File: src/rtl/i2c_master_byte_ctrl.sv
// ============================================================================
// i2c_master_byte_ctrl: single-byte I2C master sequencer driven by divider
// SCL-phase strobes (START, addr+R/W, ACK, one data byte, ACK/NACK, STOP).
// Revision: 1.0
// ============================================================================
`default_nettype none

module i2c_master_byte_ctrl #(
  parameter int ADDR_W = 7,
  parameter int DATA_W = 8
) (
  input  logic              clk,
  input  logic              rst_n,
  input  logic              scl_p,
  input  logic              scl_n,
  input  logic              start_i,
  input  logic [ADDR_W-1:0] addr_i,
  input  logic              rw_i,
  input  logic [DATA_W-1:0] wdata_i,
  input  logic              sda_i,
  output logic              scl_o,
  output logic              sda_o,
  output logic              sda_oe,
  output logic              busy,
  output logic              done,
  output logic              ack_err,
  output logic [DATA_W-1:0] rdata
);

  localparam int CNT_W = $clog2(DATA_W);
  localparam logic [CNT_W-1:0] c_cnt_max = CNT_W'(DATA_W - 1);
  localparam logic [CNT_W-1:0] c_cnt_one = CNT_W'(1);

  typedef enum logic [2:0] {
    ST_IDLE, ST_WAIT_START, ST_ADDR, ST_ACK1, ST_DATA, ST_ACK2, ST_STOP
  } state_t;

  state_t            r_state;
  logic [CNT_W-1:0]  r_bit_cnt;
  logic [DATA_W-1:0] r_tx;
  logic [DATA_W-1:0] r_rx;
  logic [DATA_W-1:0] r_wdata;
  logic              r_rw;
  logic              r_ack;
  logic              r_armed;
  logic              r_pend;
  logic              r_pend_oe;
  logic              r_pend_o;

  always_ff @(posedge clk or negedge rst_n) begin
    if (!rst_n) begin
      r_state   <= ST_IDLE;
      r_bit_cnt <= '0;
      r_tx      <= '0;
      r_rx      <= '0;
      r_wdata   <= '0;
      r_rw      <= 1'b0;
      r_ack     <= 1'b0;
      r_armed   <= 1'b0;
      r_pend    <= 1'b0;
      r_pend_oe <= 1'b0;
      r_pend_o  <= 1'b1;
      scl_o     <= 1'b1;
      sda_o     <= 1'b1;
      sda_oe    <= 1'b0;
      busy      <= 1'b0;
      done      <= 1'b0;
      ack_err   <= 1'b0;
      rdata     <= '0;
    end else begin
      done <= 1'b0;
      // SDA updates requested on scl_n land one clk later, after SCL has fallen
      if (r_pend) begin
        sda_oe <= r_pend_oe;
        sda_o  <= r_pend_o;
        r_pend <= 1'b0;
      end

      case (r_state)
        ST_IDLE: begin
          scl_o  <= 1'b1;
          sda_o  <= 1'b1;
          r_pend <= 1'b0;
          if (start_i) begin
            r_tx    <= DATA_W'({addr_i, rw_i});
            r_wdata <= wdata_i;
            r_rw    <= rw_i;
            busy    <= 1'b1;
            ack_err <= 1'b0;
            sda_oe  <= 1'b1;
            r_armed <= 1'b0;
            r_state <= ST_WAIT_START;
          end else begin
            sda_oe <= 1'b0;
          end
        end

        ST_WAIT_START: begin
          if (scl_p) begin
            sda_o   <= 1'b0;
            r_armed <= 1'b1;
          end else if (scl_n && r_armed) begin
            scl_o     <= 1'b0;
            r_pend    <= 1'b1;
            r_pend_oe <= 1'b1;
            r_pend_o  <= r_tx[DATA_W-1];
            r_bit_cnt <= c_cnt_max;
            r_armed   <= 1'b0;
            r_state   <= ST_ADDR;
          end
        end

        ST_ADDR: begin
          if (scl_p) begin
            scl_o <= 1'b1;
          end else if (scl_n) begin
            scl_o  <= 1'b0;
            r_pend <= 1'b1;
            if (r_bit_cnt == '0) begin
              r_pend_oe <= 1'b0;
              r_pend_o  <= 1'b1;
              r_state   <= ST_ACK1;
            end else begin
              r_bit_cnt <= r_bit_cnt - c_cnt_one;
              r_pend_oe <= 1'b1;
              r_pend_o  <= r_tx[DATA_W-2];
              r_tx      <= r_tx << 1;
            end
          end
        end

        ST_ACK1: begin
          if (scl_p) begin
            scl_o <= 1'b1;
            r_ack <= sda_i;
          end else if (scl_n) begin
            scl_o <= 1'b0;
            if (r_ack) begin
              ack_err   <= 1'b1;
              r_pend    <= 1'b1;
              r_pend_oe <= 1'b1;
              r_pend_o  <= 1'b0;
              r_armed   <= 1'b0;
              r_state   <= ST_STOP;
            end else begin
              r_bit_cnt <= c_cnt_max;
              r_state   <= ST_DATA;
              if (!r_rw) begin
                r_tx      <= r_wdata;
                r_pend    <= 1'b1;
                r_pend_oe <= 1'b1;
                r_pend_o  <= r_wdata[DATA_W-1];
              end
            end
          end
        end

        ST_DATA: begin
          if (scl_p) begin
            scl_o <= 1'b1;
            if (r_rw) r_rx <= {r_rx[DATA_W-2:0], sda_i};
          end else if (scl_n) begin
            scl_o <= 1'b0;
            if (r_bit_cnt == '0) begin
              // read ends with a master NACK, write releases for the slave ACK
              r_pend    <= 1'b1;
              r_pend_oe <= r_rw;
              r_pend_o  <= 1'b1;
              r_state   <= ST_ACK2;
            end else begin
              r_bit_cnt <= r_bit_cnt - c_cnt_one;
              if (!r_rw) begin
                r_pend    <= 1'b1;
                r_pend_oe <= 1'b1;
                r_pend_o  <= r_tx[DATA_W-2];
                r_tx      <= r_tx << 1;
              end
            end
          end
        end

        ST_ACK2: begin
          if (scl_p) begin
            scl_o <= 1'b1;
            if (!r_rw && sda_i) ack_err <= 1'b1;
          end else if (scl_n) begin
            scl_o     <= 1'b0;
            r_pend    <= 1'b1;
            r_pend_oe <= 1'b1;
            r_pend_o  <= 1'b0;
            r_armed   <= 1'b0;
            r_state   <= ST_STOP;
          end
        end

        ST_STOP: begin
          if (scl_p) begin
            scl_o   <= 1'b1;
            r_armed <= 1'b1;
          end else if (scl_n && r_armed) begin
            sda_o   <= 1'b1;
            done    <= 1'b1;
            busy    <= 1'b0;
            r_armed <= 1'b0;
            r_state <= ST_IDLE;
            if (r_rw) rdata <= r_rx;
          end
        end

        default: r_state <= ST_IDLE;
      endcase
    end
  end

endmodule

`default_nettype wire
File: config.mk
export PLATFORM = sky130hd
export DESIGN_NAME = i2c_master_byte_ctrl
export DESIGN_NICKNAME = d
export VERILOG_FILES = /design/src/rtl/i2c_master_byte_ctrl.sv
export SDC_FILE = /design/constraint.sdc
export NUM_CORES = 1
export LEC_CHECK = 0
export ABC_AREA = 1
export CAP_MARGIN = 10
export CORE_ASPECT_RATIO = 0.7
export CORE_MARGIN = 4
export CORE_UTILIZATION = 50
export CTS_CLUSTER_SIZE = 28
export DETAILED_ROUTE_END_ITERATION = 8
export PLACE_DENSITY = 0.76
export RECOVER_POWER = 100
export SLEW_MARGIN = 20
export SYNTH_ARGS = -nofsm -noshare
export SYNTH_HDL_FRONTEND = slang
export SYNTH_SLANG_ARGS = --single-unit
File: constraint.sdc
create_clock -name clk -period 1.5 [get_ports clk]
set_input_delay 0.375 -clock clk [delete_from_list [all_inputs] [get_ports clk]]
set_output_delay 0.375 -clock clk [all_outputs]
set_load 0.01 [all_outputs]
==> results.md <==
* Max-cap violations at 0
* CP Launch Type: flop
* Via-per-instance ratio at 5.10
* Pwr per Cell Area at 1990 nW/µm²
* Setup ws final at -17.1 ps
* Die area at 7240 µm²
* DRC at 0
* Layout Area Growth over Synthesis at 31.9%
* GP Congestion at 0.911
* Internal power at 0.00427 W
* H-Tree Depth at 2
* Failing checks: negative setup slack
* Layout Nets at 472
* Antenna diodes at 0
* Clock root cell: clkbuf_8
* Worst EP required at 1690 ps
* Final slew viol count at 0
* Row cnt at 23
* Outcome: finished with violations
* Element type at the critical path end: flop
* Pin count of the biggest net entering global routing at 51
* Most frequent cells in the layout: nand2_1, dfrtp_1, buf_4, inv_1, nand3_1
* Io pins at 36
* Final number of setup-violating endpoints at 2
* Vias at 2673
* Leading area contributor after synthesis: dfrtp_1
* Slew HR at 16.4%
* Finished Core Util at 68.3%
* Sw Ratio at 45.2%
* Synth Register Bits at 50
* Fin crit period at 1520 ps
* Post-synthesis sequential area ratio at 42.3%
* Clock-pin slew on the worst setup and hold paths at 100 ps
* Vias in the first global route at 2654
* Post-synthesis net count at 392
* Logic pwr share at 59.3%
* Number of DRC markers in iteration 0 at 173
* DIE HEIGHT at 72.4 µm
* Initial Util at 51.8%
* Pre-CTS setup slack at -389 ps
* Seq pwr share at 28.2%
* Number of clock buffers inserted by TritonCTS at 5
* Post-route ant nets at 0
* First-pass GRT wire length at 12.8 mm
* Antenna violations before repair at 0
* Fin crit share at 101%
* Critical path class: flop to flop
* Layout Skew at 4.32 ps
* 1st-pass router iterations at 4
* DRT Wirelength at 7.63 mm
* # port buffers at 35
* RSZ-0062 raised after global routing: yes
* Syn avg cell area at 8.05 µm²
* Critical-path maximum fanout at 6
* Yosys top cell area share at 39.7%
* Share of cells above drive strength 1 at 29.8%
* Core Area at 5730 µm²
* Dpl cells at 512
* Mapped cell area at 2960 µm²
* Fmax at 659 MHz
* CTS Sinks at 50
* Arrival time of the worst setup path at 1710 ps
* TritonCTS clock tree: yes
* Commonest non-fill, non-tap cell in the layout: nand2_1
* GRT Total Usage at 22.0%
* Pleak at 2.00 nW
* Max rail drop VDD at 0.000843 V
* Synthesis warning total at 0
* Final Non-Filler Cells at 524
* Worst-Skew Late Latency at 300 ps
* Synth area leaders: dfrtp_1, nand2_1, nand3_1, inv_1, nor2_1
* Worst slew pin tran at 1250 ps
* Clk pwr share at 12.6%
* Wire per inst at 14.6 µm
* Clock Tree Buf Depth at 2
* Post-synthesis cell type count at 31
* Overflow left after global routing at 0
* Worst hold slack at 404 ps
* Hold Path Class: input pin to async pin
* Die outline width at 100 µm
* DP Wirelength at 5.67 mm
* Post-Synthesis Cells at 368
* Total power at 0.00780 W
* Final hold vios at 0
* NetSw at 0.00352 W
[Yosys cell counts, drive strengths merged]
| cell | n |
|---|---|
| nand2 | 128 |
| dfrtp | 47 |
| inv | 43 |
| nand3 | 39 |
| nor2 | 35 |
| o21ai | 32 |
| a21oi | 14 |
| buf | 10 |
| nand4 | 8 |
| dfstp | 3 |
| o211ai | 3 |
| ha | 2 |
| a22oi | 1 |
| clkbuf | 1 |
| mux2i | 1 |
| xnor2 | 1 |
[path summary, 6_finish.rpt]
| kind | from | to | slack, ps | cells past startpoint |
|---|---|---|---|---|
| setup / recovery | r_state[0] | ack_err | -20 | 7 |
| hold / removal | rst_n | r_state[1] | 400 | 2 |
| setup reg to reg | r_state[0] | ack_err | -20 | 7 |
| hold reg to reg | scl_o | scl_o | 480 | 2 |
| max in group asynchronous | rst_n | r_state[0] | 280 | 2 |
| min in group clk | scl_o | scl_o | 480 | 2 |
[registers in the layout (all words and copies together), names as in the netlist]
name / flops
r_rx: 8
r_tx: 8
r_wdata: 8
rdata: 8
r_bit_cnt: 3
r_state: 3
ack_err: 1
busy: 1
done: 1
r_ack: 1
r_armed: 1
r_pend: 1
r_pend_o: 1
r_pend_oe: 1
r_rw: 1
scl_o: 1
sda_o: 1
sda_oe: 1
[power groups by stage]
stage                     logic [W]  clock network, W  registers [W]
after floorplan             0.00291                 0        0.00209
after detailed placement    0.00437                 0        0.00220
after global placement      0.00427                 0        0.00217
after global routing        0.00513           0.00107        0.00224
after CTS                   0.00446          0.000994        0.00218
final                       0.00462          0.000981        0.00220
[cell type report]
class,count,area (µm²)
clock inverter,3,43.8
multi-input combinational,265,1540
tap,75,93.8
inverter,43,176
fill,480,1820
clock buffer,5,68.8
sequential,50,1260
timing repair buffer,83,734
[per-stage QoR]
| stage | cell area [µm²] | setup TNS (ps) |
|---|---|---|
| 2_1_floorplan | 2960 | 0 |
| 3_3_place_gp | 3720 | -9100 |
| 3_5_place_dp | 3720 | -10230 |
| 4_1_cts | 3850 | 0 |
| 5_1_grt | 3910 | -1560 |
| 6_report | 3910 | -32.2 |
[per-layer routing]
| metal | share of wire (%) | track usage (%) |
|---|---|---|
| met5 | 0 | 0 |
| met4 | 0 | 3.14 |
| met3 | 6.2 | 5.19 |
| met2 | 47 | 34.6 |
| met1 | 47 | 32.0 |
[what timing repair did]
item / 4_1_cts / 5_1_grt
hold buffers: 0 / 0
cloned: 0 / 1
setup buffers: 1 / 2
resized for setup: 28 / 17
pin swaps: 5 / 2
setup endpoints to repair: 41 / 33
endpoints found under the hold margin: 0 / 0
[worst max-delay path, stage by stage, from the launching register on]
cell and delay (ps):
dfrtp_2 520, nor2_8 200, nand3_1 160, buf_4 180, o21ai_0 110, a21oi_1 60, o21ai_0 90, nand2_1 70
[logic make-up after synthesis]
logic type / after synthesis / share of synthesized area [%]
flops: 50 / 42.3
xor+xnor: 1 / 0.296
mux: 1 / 0.338
compound gates: 50 / 10.3
buf+inv: 54 / 8.65
simple gates: 210 / 37.3
fa+ha+maj: 2 / 0.844
Power figures use the tool's default switching activity.
